===== config.mk =====
export PLATFORM = sky130hd
export DESIGN_NAME = multi_word_add_ctrl
export DESIGN_NICKNAME = d
export VERILOG_FILES = /design/src/rtl/multi_word_add_pkg.sv /design/src/rtl/multi_word_add_ctrl_nibble_adder.sv /design/src/rtl/multi_word_add_ctrl.sv
export SDC_FILE = /design/constraint.sdc
export NUM_CORES = 1
export LEC_CHECK = 0
export BUFFER_PORTS_ARGS = -buffer_cell sky130_fd_sc_hd__buf_2
export CORE_ASPECT_RATIO = 0.5
export CORE_MARGIN = 2
export CORE_UTILIZATION = 53
export DETAILED_ROUTE_END_ITERATION = 10
export PLACE_DENSITY_LB_ADDON = 0.05
export SETUP_SLACK_MARGIN = 0.2
export SLEW_MARGIN = 10
export SYNTH_ARGS = -nofsm -noshare
export SYNTH_HDL_FRONTEND = slang
export SYNTH_HIERARCHICAL = 1
export SYNTH_SLANG_ARGS = --single-unit

===== constraint.sdc =====
create_clock -name clk -period 2.5 [get_ports clk]
set_input_delay 0.375 -clock clk [delete_from_list [all_inputs] [get_ports clk]]
set_output_delay 0.375 -clock clk [all_outputs]
set_load 0.05 [all_outputs]

===== src/rtl/multi_word_add_pkg.sv =====
// Shared definitions for the nibble-serial multi-word adder: slice width,
// controller state encoding and the counter width helper.
package multi_word_add_pkg;

  localparam int SLICE_W = 4;

  typedef enum logic [1:0] {
    IDLE = 2'd0,
    RUN  = 2'd1,
    DONE = 2'd2
  } state_e;

  // Ceiling log2 with a floor of one bit so a single-slice counter still exists.
  function automatic int clog2(input int n);
    int w;
    w = 1;
    while ((1 << w) < n) begin
      w++;
    end
    return w;
  endfunction

endpackage


===== src/rtl/multi_word_add_ctrl_nibble_adder.sv =====
// Combinational 4-bit ripple-carry slice built from full-adder cells; the
// controller reuses this single slice once per nibble.
module nibble_adder
  import multi_word_add_pkg::*;
(
  input  logic [SLICE_W-1:0] a,
  input  logic [SLICE_W-1:0] b,
  input  logic               ci,
  output logic [SLICE_W-1:0] s,
  output logic               co
);

  logic [SLICE_W:0] c_s;

  assign c_s[0] = ci;

  for (genvar i = 0; i < SLICE_W; i++) begin : g_fa
    assign s[i]       = a[i] ^ b[i] ^ c_s[i];
    assign c_s[i + 1] = (a[i] & b[i]) | (c_s[i] & (a[i] ^ b[i]));
  end

  assign co = c_s[SLICE_W];

endmodule


===== src/rtl/multi_word_add_ctrl.sv =====
// Nibble-serial WIDTH-bit adder with valid/ready on both sides, LSB nibble first.
// Optional subtract mode (sub_in port) is enabled by defining MULTI_WORD_ADD_SUB_EN.
module multi_word_add_ctrl
  import multi_word_add_pkg::*;
#(
  parameter int WIDTH = 16
) (
  input  logic             clk,
  input  logic             rst_n,
  input  logic             in_valid,
  output logic             in_ready,
  input  logic [WIDTH-1:0] a_in,
  input  logic [WIDTH-1:0] b_in,
  input  logic             c_in,
`ifdef MULTI_WORD_ADD_SUB_EN
  input  logic             sub_in,
`endif
  output logic             out_valid,
  input  logic             out_ready,
  output logic [WIDTH-1:0] sum,
  output logic             carry,
  output logic             busy
);

  localparam int NSLICE = WIDTH / SLICE_W;
  localparam int CNT_W  = clog2(NSLICE);
  localparam logic [CNT_W-1:0] LAST_CNT = CNT_W'(NSLICE - 1);

  if ((WIDTH % SLICE_W) != 0 || WIDTH < SLICE_W) begin : g_bad_width
    $error("multi_word_add_ctrl: WIDTH must be a positive multiple of 4");
  end

  state_e             state_r;
  state_e             state_nxt_s;
  logic [CNT_W-1:0]   cnt_r;
  logic [WIDTH-1:0]   a_sh_r;
  logic [WIDTH-1:0]   b_sh_r;
  logic [WIDTH-1:0]   sum_r;
  logic               carry_r;
  logic               in_ready_r;
  logic               out_valid_r;
  logic               busy_r;
  logic               accept_s;
  logic               step_s;
  logic [WIDTH-1:0]   b_load_s;
  logic               c_load_s;
  logic [SLICE_W-1:0] slice_s;
  logic               slice_co_s;
  logic [WIDTH-1:0]   sum_shift_s;

  nibble_adder u_slice (
    .a  (a_sh_r[SLICE_W-1:0]),
    .b  (b_sh_r[SLICE_W-1:0]),
    .ci (carry_r),
    .s  (slice_s),
    .co (slice_co_s)
  );

  // New nibble enters at the top so after NSLICE steps the word is in place.
  if (NSLICE == 1) begin : g_one_slice
    assign sum_shift_s = slice_s;
  end else begin : g_multi_slice
    assign sum_shift_s = {slice_s, sum_r[WIDTH-1:SLICE_W]};
  end

  // Operand conditioning at accept: subtract stores ~B and forces carry-in to 1.
  always_comb begin
    b_load_s = b_in;
    c_load_s = c_in;
`ifdef MULTI_WORD_ADD_SUB_EN
    if (sub_in) begin
      b_load_s = ~b_in;
      c_load_s = 1'b1;
    end else begin
      b_load_s = b_in;
      c_load_s = c_in;
    end
`endif
  end

  // Next-state and datapath strobes.
  always_comb begin
    state_nxt_s = state_r;
    accept_s    = 1'b0;
    step_s      = 1'b0;
    case (state_r)
      IDLE: begin
        if (in_valid && in_ready_r) begin
          accept_s    = 1'b1;
          state_nxt_s = RUN;
        end else begin
          state_nxt_s = IDLE;
        end
      end
      RUN: begin
        step_s = 1'b1;
        if (cnt_r == LAST_CNT) begin
          state_nxt_s = DONE;
        end else begin
          state_nxt_s = RUN;
        end
      end
      DONE: begin
        if (out_ready) begin
          state_nxt_s = IDLE;
        end else begin
          state_nxt_s = DONE;
        end
      end
      default: begin
        state_nxt_s = IDLE;
      end
    endcase
  end

  // State register plus handshake/status flags registered from the next state.
  always_ff @(posedge clk or negedge rst_n) begin
    if (!rst_n) begin
      state_r     <= IDLE;
      in_ready_r  <= 1'b1;
      out_valid_r <= 1'b0;
      busy_r      <= 1'b0;
    end else begin
      state_r     <= state_nxt_s;
      in_ready_r  <= (state_nxt_s == IDLE);
      out_valid_r <= (state_nxt_s == DONE);
      busy_r      <= (state_nxt_s != IDLE);
    end
  end

  // Operand shifters, running carry, slice counter and result accumulation.
  always_ff @(posedge clk or negedge rst_n) begin
    if (!rst_n) begin
      a_sh_r  <= {WIDTH{1'b0}};
      b_sh_r  <= {WIDTH{1'b0}};
      sum_r   <= {WIDTH{1'b0}};
      carry_r <= 1'b0;
      cnt_r   <= {CNT_W{1'b0}};
    end else if (accept_s) begin
      a_sh_r  <= a_in;
      b_sh_r  <= b_load_s;
      carry_r <= c_load_s;
      cnt_r   <= {CNT_W{1'b0}};
    end else if (step_s) begin
      a_sh_r  <= a_sh_r >> SLICE_W;
      b_sh_r  <= b_sh_r >> SLICE_W;
      sum_r   <= sum_shift_s;
      carry_r <= slice_co_s;
      cnt_r   <= cnt_r + CNT_W'(1);
    end else begin
      a_sh_r  <= a_sh_r;
      b_sh_r  <= b_sh_r;
      sum_r   <= sum_r;
      carry_r <= carry_r;
      cnt_r   <= cnt_r;
    end
  end

  assign in_ready  = in_ready_r;
  assign out_valid = out_valid_r;
  assign busy      = busy_r;
  assign sum       = sum_r;
  assign carry     = carry_r;

endmodule


# After elaboration in Yosys (flattened, before gate mapping)
# Index checks and enable logic that the tools add are counted.
[totals] input_bits=37 word_cells=56 out_inout_bits=20 regBits=56
[op_classes] bitwise_logic=21 eq_ne=4 n_reduce_logical=6 addsub=1 n_mux=15
[op_table] cell="16-bit two-way mux" count=4
[op_table] cell="1-bit bitwise AND" count=8
[op_table] cell="2-bit two-way mux" count=4
[op_table] cell="1-bit bitwise XOR" count=8
[op_table] cell="2-bit equality test, second input constant" count=3
[op_table] cell="1-bit two-way mux" count=6
[op_table] cell="2-bit one-hot mux with 3 select lines" count=1
[op_table] cell="2-bit logical NOT" count=2
[op_table] cell="1-bit OR" count=4
[op_table] cell="2-bit nonzero test" count=2
[op_table] cell="2-bit by 1-bit adder with 2-bit output, second input constant" count=1
[op_table] cell="2-bit by 1-bit equality test with 1-bit output, second input constant" count=1
[op_table] cell="2-bit AND reduction" count=1
[op_table] cell="1-bit logical AND" count=1
[op_table] cell="1-bit inverter" count=1

# Depth between registers and ports, before layout
# Gate-level depths: netlist of the first run.
[depth] depth_word=11 depth_mapped=10 mapped_depth_nobuf=10

# Hierarchy
# Netlist of the first run, hierarchy kept.
[by_module_without_submodules] mod="multi_word_add_ctrl" seq_area_each_um2=1402.6 area_per_inst_um2=2337.2 cells_each=220 instances=1
[by_module_without_submodules] mod="nibble_adder" seq_area_each_um2=0.0 area_per_inst_um2=117.6 cells_each=14 instances=1

# Least setup slack after synthesis of the first run
# OpenSTA, ideal clock, no wires.
[synth_path] path_kind="flip-flop to flip-flop" startpoint="reg carry_r, in the netlist carry" endpoint="reg carry_r, in the netlist carry" path_slack_ps=233 path_stages_with_launch=11 required_ps=2382 setup_ps=118 synth_period_minus_slack_ps=2267 arrival_time_ps=2149 path_cell_list="dfrtp_1 -> fa_1 -> inv_1 -> fa_1 -> inv_1 -> fa_1 -> inv_1 -> fa_1 -> inv_1 -> a22o_1 -> a21o_1"
[synth_via] elab_chain_len=10
[synth_lines] item="start, declared" line="multi_word_add_ctrl.sv:39" text="logic carry_r;"
[synth_lines] item="start signal, assigned" line="multi_word_add_ctrl.sv:142" text="carry_r <= c_load_s;"
[synth_lines] item="start signal, assigned" line="multi_word_add_ctrl.sv:148" text="carry_r <= slice_co_s;"
[synth_lines] item="start signal, assigned" line="multi_word_add_ctrl.sv:154" text="carry_r <= carry_r;"
[synth_lines] item="1-bit bitwise AND" line="multi_word_add_ctrl_nibble_adder.sv:19" text="assign c_s[i + 1] = (a[i] & b[i]) | (c_s[i] & (a[i] ^ b[i]));"
[synth_lines] item="1-bit OR" line="multi_word_add_ctrl_nibble_adder.sv:19"
[synth_lines] item="1-bit bitwise AND" line="multi_word_add_ctrl_nibble_adder.sv:19"
[synth_lines] item="1-bit OR" line="multi_word_add_ctrl_nibble_adder.sv:19"
[synth_lines] item="1-bit bitwise AND" line="multi_word_add_ctrl_nibble_adder.sv:19"
[synth_lines] item="1-bit OR" line="multi_word_add_ctrl_nibble_adder.sv:19"
[synth_lines] item="1-bit bitwise AND" line="multi_word_add_ctrl_nibble_adder.sv:19"
[synth_lines] item="1-bit OR" line="multi_word_add_ctrl_nibble_adder.sv:19"
[synth_lines] item="via slice_co_s" line="multi_word_add_ctrl.sv:48" text="logic slice_co_s;"
[synth_lines] item="1-bit two-way mux" line="multi_word_add_ctrl.sv:144" text="end else if (step_s) begin"
[synth_lines] item="1-bit two-way mux" line="multi_word_add_ctrl.sv:139" text="end else if (accept_s) begin"
# The timed path passes the listed nets, and every way through them passes these cells. The select of a mux whose other input is x is not followed.
# A chain may end at the register's enable or synchronous reset.

# Final worst setup path of the first run
[layout_path] startpoint="reg a_sh_r[0]" endpoint="reg carry_r, in the netlist carry"
[layout_via] elab_chain_len=11
[layout_lines] item="start, declared" line="multi_word_add_ctrl.sv:36" text="logic [WIDTH-1:0] a_sh_r;"
[layout_lines] item="start signal, assigned" line="multi_word_add_ctrl.sv:134" text="a_sh_r <= {WIDTH{1'b0}};"
[layout_lines] item="start signal, assigned" line="multi_word_add_ctrl.sv:140" text="a_sh_r <= a_in;"
[layout_lines] item="start signal, assigned" line="multi_word_add_ctrl.sv:145" text="a_sh_r <= a_sh_r >> SLICE_W;"
[layout_lines] item="1-bit bitwise XOR" line="multi_word_add_ctrl_nibble_adder.sv:19"
[layout_lines] item="1-bit bitwise AND" line="multi_word_add_ctrl_nibble_adder.sv:19"
[layout_lines] item="1-bit OR *" line="multi_word_add_ctrl_nibble_adder.sv:19"
[layout_lines] item="1-bit bitwise AND *" line="multi_word_add_ctrl_nibble_adder.sv:19"
[layout_lines] item="1-bit OR *" line="multi_word_add_ctrl_nibble_adder.sv:19"
[layout_lines] item="1-bit bitwise AND *" line="multi_word_add_ctrl_nibble_adder.sv:19"
[layout_lines] item="1-bit OR *" line="multi_word_add_ctrl_nibble_adder.sv:19"
[layout_lines] item="1-bit bitwise AND *" line="multi_word_add_ctrl_nibble_adder.sv:19"
[layout_lines] item="1-bit OR *" line="multi_word_add_ctrl_nibble_adder.sv:19"
[layout_lines] item="via slice_co_s" line="multi_word_add_ctrl.sv:48"
[layout_lines] item="1-bit two-way mux *" line="multi_word_add_ctrl.sv:144"
[layout_lines] item="1-bit two-way mux *" line="multi_word_add_ctrl.sv:139"
# Mark *: on every way through the listed nets, which the timed path passes. The rest lies on a longest branch. The select of a mux whose other input is x is not followed.

==> results of run 1 <==
-- final cells by class --
| type | instances | area, µm² |
|---|---|---|
| clock inverters | 2 | 38.8 |
| inverters | 11 | 41.3 |
| repair buffers | 62 | 325 |
| multi-input cells | 152 | 916 |
| flip-flops and latches | 56 | 1400 |
| clock buffers | 6 | 82.6 |
| fillers | 371 | 1550 |
| well taps | 57 | 71.3 |
-- synth_stat cells (2+ instances only) --
cell / count / area, µm²
buf_4: 7 / 52.6
mux2i_1: 12 / 120
a21o_1: 15 / 113
nand2_1: 78 / 293
a22o_1: 13 / 114
buf_6: 2 / 22.5
inv_1: 11 / 41.3
clkbuf_1: 2 / 7.51
buf_2: 4 / 20.0
o21ai_1: 9 / 45.0
dfrtp_1: 55 / 1380
fa_1: 4 / 80.1
o21ai_0: 12 / 60.1
-- sequential cells by signal, summed over array words and instances (netlist names) --
register and flops:
busy 1, carry 1, cnt_r 2, a_sh_r 16, b_sh_r 16, in_ready 1
sum 16, out_valid 1, state_r 2
-- per-stage QoR --
stage / hold slack [ns] / cell area (µm²)
2_1_floorplan: 0.0794 / 2450
5_1_grt: 0.208 / 2880
3_5_place_dp: 0.458 / 2750
3_3_place_gp: 0.453 / 2750
4_1_cts: 0.180 / 2870
6_report: 0.150 / 2880
-- worst max-delay path, stage by stage (launching register included) --
cell     delay (ns)
dfrtp_1        0.42
fa_2           0.39
inv_1          0.07
fa_1           0.16
inv_1          0.05
fa_1           0.34
inv_1          0.08
fa_1           0.16
inv_1          0.04
a22o_1         0.19
a21o_1         0.16
-- logic make-up (layout without fill, tap and decap cells) --
family | Yosys count | count (layout) | share of synthesized area [%]
and+or+nand+nor | 84 | 84 | 14.1
DFF | 56 | 56 | 57.1
AOI/OAI and AO/OA | 50 | 50 | 13.8
buffers and inverters | 26 | 81 | 5.86
muxes | 13 | 13 | 5.35
adders and majority gates | 5 | 5 | 3.77
-- power groups by stage --
| stage | clock, µW | sequential, µW | combinational (µW) |
|---|---|---|---|
| finish | 619 | 1560 | 1950 |
| global route | 671 | 1620 | 2190 |
| CTS | 632 | 1560 | 1960 |
| detailed placement | 0 | 1580 | 1950 |
| global placement | 0 | 1550 | 1900 |
| floorplan | 0 | 1990 | 1150 |
-- path summary, 6_finish.rpt --
check	start	end	cells past startpoint
setup reg to reg	a_sh_r[0]	carry	10
min in group clk	b_in[4]	b_sh_r[4]	3
hold / removal	rst_n	sum[11]	1
setup / recovery	a_sh_r[0]	carry	10
max in group asynchronous	rst_n	state_r[0]	2
hold reg to reg	sum[3]	sum[3]	2
-- timing repair --
| action | CTS | global route |
|---|---|---|
| hold buffers | 0 | 0 |
| gates resized for setup | 0 | 1 |
| buffers inserted | 0 | 1 |
| setup endpoints to repair | 0 | 2 |
-- routing by layer --
| metal | vias up | routed length, µm |
|---|---|---|
| met2 | 39 | 2040 |
| met1 | 816 | 2220 |
| met5 | - | 0 |
| met4 | 0 | 26 |
| met3 | 2 | 206 |
| li1 | 872 | - |
==> run_results.csv, run 1 <==
group,metric,value,unit
outcome,status,"completed",
sta,finalCritPeriodShare,86.5,%
route,drc,0,
placed_design,io_buffers,56,
sta,tightestPinTransition,0.893,ns
worst_hold_path,hold_class,"input pin to async pin",
sta,setup_viol,0,
die,die-area,5230,µm²
clocking,cts_buffers,5,
placed_design,preCtsSetupSlack,0.328,ns
clocking,clock-sinks,56,
clocking,cts_root_buf,"clkbuf_8",
clocking,h-tree-depth,2,
power,leakagePower,0.00162,µW
grt,grt_pass1_vias,1710,
logic_synthesis,syn_avg_cell_area,10.5,µm²
die,core_area,4420,µm²
worst_setup_path,path_class,"flip-flop to flip-flop",
sta,slew-limit-headroom,40.5,%
logic_synthesis,syn_nets,276,
logic_synthesis,synth-seq-area-share,57.1,%
grt,grt_pass1_wl,7.89,mm
finish,areaGrowthSynthToFinish,17.2,%
sta,rsz0062_at_grt,"no",
clocking,clkTransAtPathRegs,0.10,ns
power,p_sw,1810,µW
logic_synthesis,async_flop_share,100,%
sta,final.setup_skew,0.00885,ns
finish,nets,330,
die,rows,17,
sta,fin_ws,0.338,ns
sta,min_period,2.16,ns
sta,tns,0,ns
power,internal_power,2320,µW
run,cap_violations,0,
finish,fin_util,65.0,%
finish,final_common_cell,"nand2_1",
placed_design,hpwl,3.06,mm
placed_design,gp_congestion,0.758,
worst_setup_path,crit_path_end_kind,"flip-flop",
sta,drv_slew,0,
finish,final_cell_mix,"78 x nand2_1, 56 x buf_2, 55 x dfrtp_1",
sta,finalHoldViolCount,0,
power,power,4120,µW
logic_synthesis,ys_seq_elements,56,
route,postRouteAntennaNets,0,
route,firstDrtPassIters,4,
power,swShare,43.8,%
clocking,cts_tree,"yes",
route,wirelength,4.49,mm
logic_synthesis,ys_types,23,
grt,grt_overflow,0,
power,combPwrFrac,47.3,%
finish,layout-drive-gt1-share,26.6,%
logic_synthesis,synth_edf_count,0,
logic_synthesis,synth_area,2450,µm²
route,avgViaCountPerCell,5.00,
grt,use_met3,4.70,%
finish,finalNonFillerCells,346,
clocking,clock_latency,0.31,ns
die,io_pins,57,
worst_setup_path,cp-start-kind,"flip-flop",
worst_setup_path,regToRegSetupSlack,0.34,ns
clocking,clk_path_buf_depth,2,
logic_synthesis,ys.flop_type,"dfrtp_1",
worst_setup_path,critPathMaxFanout,2,
die,die_x,100,µm
power,max-vdd-ir-drop,0.000566,V
grt,grtUsageMet2,32.4,%
grt,grt_use_total,19.9,%
die,initial_core_util,55.5,%
grt,met1_usage,26.9,%
power,power_density,1430,nW/µm²
route,drtIter0Drc,64,
finish,diodes,0,
power,clockPowerShare,15.0,%
sta,fmax,463,MHz
grt,busiest_layer,"met2",
power,seqPwrFrac,37.7,%
grt,grt_max_degree,39,
die,die_y,52.1,µm
route,route.vias.total,1729,
logic_synthesis,synth_warnings,6,
grt,antenna_found_initial,0,
logic_synthesis,synthCells,234,
placed_design,dp_cells,337,
worst_setup_path,cp.required,2.71,ns
route,routedWlPerCell,13.0,µm
worst_setup_path,arrival,2.37,ns
No activity file was read; power rests on OpenSTA's default activity.
==> run 2, diff against run 1 <==
--- a/config.mk
+++ b/config.mk
@@ -15,5 +15,4 @@
 export SLEW_MARGIN = 10
 export SYNTH_ARGS = -nofsm -noshare
 export SYNTH_HDL_FRONTEND = slang
-export SYNTH_HIERARCHICAL = 1
 export SYNTH_SLANG_ARGS = --single-unit
==> run 2 against run 1 <==
  * Worst setup slack worse by 0.041 ns
  * Clock power up 4.0%
  * Combinational power about the same
  * Power down 0.47%
  * Sequential cell count unchanged
  * Clock skew about the same
  * Sequential power about the same
==> run_results.csv, run 2 <==
group,metric,value,unit
logic_synthesis,yosys.area_share.simple,15.0,%
logic_synthesis,synthCells,234,
die,die_x,100,µm
route,route.vias.total,1730,
finish,final.fill_count,369,
worst_setup_path,crit_chain,"fa_1 > inv_1 > fa_1 > inv_1 > fa_1 > inv_1 > fa_1 > o21ai_1",
logic_synthesis,synth_area_leaders,"dfrtp_1 56%, nand2_1 12%, mux2i_1 6.6%",
worst_setup_path,slowest_delay,0.44,ns
finish,final_cell_mix,"78 x nand2_1, 56 x buf_2, 54 x dfrtp_1",
die,io_pins,57,
logic_synthesis,synth_area,2440,µm²
worst_hold_path,hold_class,"input pin to async pin",
placed_design,gp_congestion,0.787,
logic_synthesis,synth_edf_count,0,
route,wirelength,4.49,mm
sta,fmax,454,MHz
worst_setup_path,critPathMaxFanout,3,
sta,final.setup_skew,0.00846,ns
grt,grt_pass1_wl,7.56,mm
logic_synthesis,synth-xor-area-share,0,%
power,seqPwrFrac,37.6,%
grt,grt_max_degree,43,
clocking,clk_path_buf_depth,2,
finish,areaGrowthSynthToFinish,17.9,%
logic_synthesis,ys_seq_elements,56,
logic_synthesis,async_flop_share,100,%
worst_setup_path,critPathCapture,"sum[15]",
die,core_area,4420,µm²
power,combPwrFrac,46.8,%
worst_setup_path,cp_slowest_cell,"dfrtp_2",
logic_synthesis,synthTopCellsByCount,"78 x nand2_1, 55 x dfrtp_1, 27 x o21ai_0, 16 x mux2i_1, 8 x inv_1",
route,drc,0,
sta,drv_slew,0,
power,p_sw,1780,µW
sta,tns,0,ns
worst_setup_path,path_delay_family,"adder cells",
worst_setup_path,r2r-start,"carry",
worst_setup_path,reg2regPathDepth,8,
power,leakagePower,0.00153,µW
logic_synthesis,syn_nets,276,
placed_design,preCtsSetupSlack,0.280,ns
logic_synthesis,synth_warnings,0,
sta,rsz0062_at_grt,"no",
grt,antenna_found_initial,0,
sta,tightestPinTransition,0.993,ns
grt,grt_overflow,0,
run,cap_violations,0,
die,initial_core_util,55.2,%
sta,fin_ws,0.297,ns
logic_synthesis,synth_top_area_share,56.4,%
logic_synthesis,synth_fa_ha_area_share,3.79,%
clocking,h-tree-depth,2,
power,swShare,43.3,%
grt,grt_use_total,19.1,%
worst_setup_path,arrival,2.43,ns
die,rows,17,
route,firstDrtPassIters,5,
worst_setup_path,crit_buf_inv,3,
clocking,clock_latency,0.31,ns
sta,hold-worst-slack,0.0806,ns
worst_setup_path,r2r_end,"sum[15]",
logic_synthesis,syn_avg_cell_area,10.4,µm²
power,clockPowerShare,15.7,%
sta,min_period,2.20,ns
logic_synthesis,synth-compound-area-share,11.2,%
route,avgViaCountPerCell,5.03,
power,power_density,1430,nW/µm²
worst_setup_path,cp.required,2.73,ns
logic_synthesis,synthMuxAreaShare,7.02,%
grt,grt_pass1_vias,1647,
placed_design,io_buffers,56,
sta,setup_viol,0,
die,die-area,5200,µm²
finish,diodes,0,
finish,final_common_cell,"nand2_1",
clocking,cts_hold_buf,0,
worst_setup_path,startpoint,"carry",
sta,slew-limit-headroom,33.8,%
outcome,status,"completed",
power,power,4100,µW
clocking,cts_buffers,5,
worst_setup_path,crit_path_end_kind,"flip-flop",
route,routedWlPerCell,13.0,µm
worst_setup_path,worst-path-stages,8,
clocking,clkTransAtPathRegs,0.10,ns
route,postRouteAntennaNets,0,
worst_setup_path,regToRegSetupSlack,0.30,ns
finish,finalNonFillerCells,344,
sta,finalCritPeriodShare,88.1,%
worst_setup_path,cp-start-kind,"flip-flop",
clocking,cts_root_buf,"clkbuf_8",
finish,layout-drive-gt1-share,26.1,%
logic_synthesis,ys_types,24,
worst_setup_path,crit_top_cell,"fa_1",
logic_synthesis,synth_largest_area_cell,"dfrtp_1",
die,die_y,52,µm
placed_design,hpwl,3.01,mm
logic_synthesis,ys.flop_type,"dfrtp_1",
placed_design,dp_cells,335,
power,max-vdd-ir-drop,0.000529,V
power,internal_power,2330,µW
clocking,clock-sinks,56,
logic_synthesis,synth.most_common_cell,"nand2_1",
sta,finalHoldViolCount,0,
finish,nets,328,
route,drtIter0Drc,52,
logic_synthesis,synth_top_family_by_area,"simple AND/OR/NAND/NOR gates",
worst_setup_path,path_class,"flip-flop to flip-flop",
clocking,cts_tree,"yes",
logic_synthesis,synth-seq-area-share,57.4,%
run 2: cell types whose count changed in the layout (fill, tap and decap cells not counted), moves of 4 or more:
cell / delta
a21o_1: -9
a221o_1: +5
a22o_1: -9
mux2i_1: +4
o21ai_0: +14
o21ai_1: -8
run 2: kinds of logic after synthesis:
kind of cell,after synthesis
buffers and inverters,24
and+or+nand+nor,89
adders and majority gates,5
muxes,17
DFF,56
AOI/OAI and AO/OA,43
run 2: metrics by stage:
stage / area (µm²) / utilization [%]
after detailed placement: 2750 / 62.0
final: 2880 / 65.1
after global routing: 2880 / 65.1
after floorplan: 2440 / -
after global placement: 2750 / 62.0
after CTS: 2870 / 64.9
run 2: layout make-up:
type / instances / area, µm² / area share [%]
Clock buffer: 7 / 96.3 / 3.35
Clock inverter: 1 / 30.0 / 1.04
Inverter: 8 / 30.0 / 1.04
Multi-Input combinational cell: 154 / 905 / 31.4
Sequential cell: 56 / 1400 / 48.8
Tap cell: 57 / 71.3 / 2.48
Timing Repair Buffer: 61 / 343 / 11.9
run 2: worst min path at each step:
stage                      from          to  slack, ns  cells past startpoint
after floorplan           rst_n   a_sh_r[0]       0.08                      0
after global placement    rst_n  state_r[1]       0.43                      1
after detailed placement  rst_n  state_r[1]       0.44                      1
after CTS                 rst_n  state_r[1]        0.1                      1
after global routing      rst_n  state_r[1]       0.11                      1
final                     rst_n  state_r[0]       0.08                      1
run 2: power groups by stage:
| stage | clock network, µW | registers [µW] | logic, µW |
|---|---|---|---|
| final | 644 | 1540 | 1920 |
| after detailed placement | 0 | 1570 | 1920 |
| after CTS | 662 | 1540 | 1930 |
| after global placement | 0 | 1550 | 1870 |
| after floorplan | 0 | 1990 | 1090 |
| after global routing | 695 | 1600 | 2140 |
run 2: metal layers:
| metal | up-vias | GRT usage (%) | part of all wire, % |
|---|---|---|---|
| met5 | - | 0 | 0 |
| met4 | 0 | 6.16 | 1.1 |
| met3 | 7 | 5.24 | 4.9 |
| met2 | 41 | 30.5 | 44 |
| met1 | 812 | 25.8 | 50 |
| li1 | 870 | - | - |
run 2: timing repair:
item	CTS	global route
endpoints found under the setup margin	0	1
resized for setup	0	1
buffers inserted	0	1
endpoints found under the hold margin	0	0
==> run 3, diff against run 2 <==
==> constraint.sdc (replaced) <==
create_clock -name clk -period 2.5 [get_ports clk]
set_input_delay 0.375 -clock clk [delete_from_list [all_inputs] [get_ports clk]]
set_output_delay 0.375 -clock clk [all_outputs]
set_load 0.02 [all_outputs]
==> run 3 against run 2 <==
  * Global-route usage up 0.84 points
  * Power shrank 12%
  * First-iteration DRC count is 25% higher
  * Critical endpoint unchanged
  * Largest power group unchanged
==> run_results.csv, run 3 (synthesized netlist as in run 2, its figures left out) <==
group,metric,value,unit
outcome,status,"completed",
placed_design,io_buffers,56,
clocking,cts_tree,"yes",
die,die_x,100,µm
placed_design,hpwl,3.09,mm
grt,antenna_found_initial,0,
sta,fmax,458,MHz
worst_setup_path,path_delay_family,"adder cells",
power,max-vdd-ir-drop,0.000480,V
finish,final_cell_mix,"78 x nand2_1, 56 x buf_2, 55 x dfrtp_1",
worst_setup_path,crit_chain,"fa_1 > inv_1 > fa_1 > inv_1 > fa_1 > inv_1 > fa_1 > o21ai_1",
placed_design,dpl_cell_area,2740,µm²
route,route.vias.total,1735,
route,routedWlPerCell,12.9,µm
sta,tns,0,ns
power,leakagePower,0.00151,µW
route,postRouteAntennaNets,0,
die,core_area,4420,µm²
clocking,h-tree-depth,2,
power,power_density,1270,nW/µm²
grt,grt_overflow,0,
worst_setup_path,cp.required,2.72,ns
placed_design,gp_congestion,0.771,
grt,grt_pass1_vias,1692,
finish,final_area,2820,µm²
die,die-area,5200,µm²
finish,final_common_cell,"nand2_1",
route,drc,0,
clocking,clk_path_buf_depth,2,
run,cap_violations,0,
sta,slew-limit-headroom,37.0,%
clocking,cts_hold_buf,0,
finish,fin_util,63.8,%
die,io_pins,57,
worst_setup_path,cp_slowest_cell,"fa_1",
sta,drv_slew,0,
sta,min_period,2.19,ns
sta,tightestPinTransition,0.944,ns
route,wirelength,4.45,mm
die,die_y,52,µm
clocking,clkTransAtPathRegs,0.09,ns
finish,finalNonFillerCells,344,
clocking,clock_latency,0.31,ns
worst_hold_path,hold_class,"input pin to async pin",
worst_setup_path,critPathMaxFanout,3,
die,rows,17,
worst_setup_path,crit_path_end_kind,"flip-flop",
route,firstDrtPassIters,4,
route,avgViaCountPerCell,5.04,
worst_setup_path,regToRegSetupSlack,0.31,ns
finish,layout-drive-gt1-share,25.4,%
finish,areaGrowthSynthToFinish,15.6,%
sta,finalCritPeriodShare,87.4,%
power,power,3590,µW
clocking,cts_root_buf,"clkbuf_8",
grt,grt_max_degree,42,
worst_setup_path,arrival,2.41,ns
sta,setup_viol,0,
route,drtIter0Drc,65,
worst_setup_path,crit_top_cell,"fa_1",
placed_design,dp_cells,336,
worst_setup_path,cp-start-kind,"flip-flop",
clocking,clock-sinks,56,
worst_setup_path,path_class,"flip-flop to flip-flop",
worst_setup_path,crit_buf_inv,3,
finish,nets,329,
sta,rsz0062_at_grt,"no",
die,initial_core_util,55.2,%
worst_setup_path,slowest_delay,0.43,ns
sta,finalHoldViolCount,0,
grt,grt_pass1_wl,7.80,mm
clocking,cts_buffers,5,
finish,diodes,0,
grt,grt_use_total,20.0,%
sta,final.setup_skew,0.00313,ns
run 3: metrics by stage:
stage	setup slack [ns]	hold slack [ns]
after floorplan	0.335	0.0794
after global placement	0.363	0.424
after detailed placement	0.274	0.434
after CTS	0.254	0.0942
after global routing	0.205	0.124
final	0.315	0.0832
run 3: per-layer routing:
metal / GRT usage (%) / vias to the layer above / wire (µm)
met5: 0 / - / 0
met4: 7.53 / 0 / 71
met3: 5.38 / 7 / 278
met2: 32.1 / 48 / 1960
met1: 26.4 / 806 / 2140
li1: - / 874 / -
run 3: path summary, 6_finish.rpt:
path / startpoint / endpoint / cells after the start
worst min register to register: sum[0] / sum[0] / 2
max in group asynchronous: rst_n / a_sh_r[3] / 2
worst min-delay path: rst_n / out_valid / 1
worst max register to register: carry / sum[15] / 8
min in group clk: a_in[12] / a_sh_r[12] / 3
worst max-delay path: carry / sum[15] / 8
run 3: timing repair:
action / CTS / global route
buffers inserted: 0 / 1
resized for setup: 0 / 1
setup endpoints to repair: 0 / 2
run 3: final cells by class:
| class | count | area (µm²) |
|---|---|---|
| Multi-Input combinational cell | 154 | 905 |
| Tap cell | 57 | 71.3 |
| Clock buffer | 6 | 72.6 |
| Inverter | 8 | 30.0 |
| Timing Repair Buffer | 62 | 338 |
| Sequential cell | 56 | 1400 |
| Fill cell | 399 | 1600 |
| Clock inverter | 1 | 5.00 |
run 3: power by group:
part	leakage (µW)	switching [µW]	internal, µW
clock	0.0000410	274	191
combinational	0.000750	938	646
sequential	0.000718	227	1320
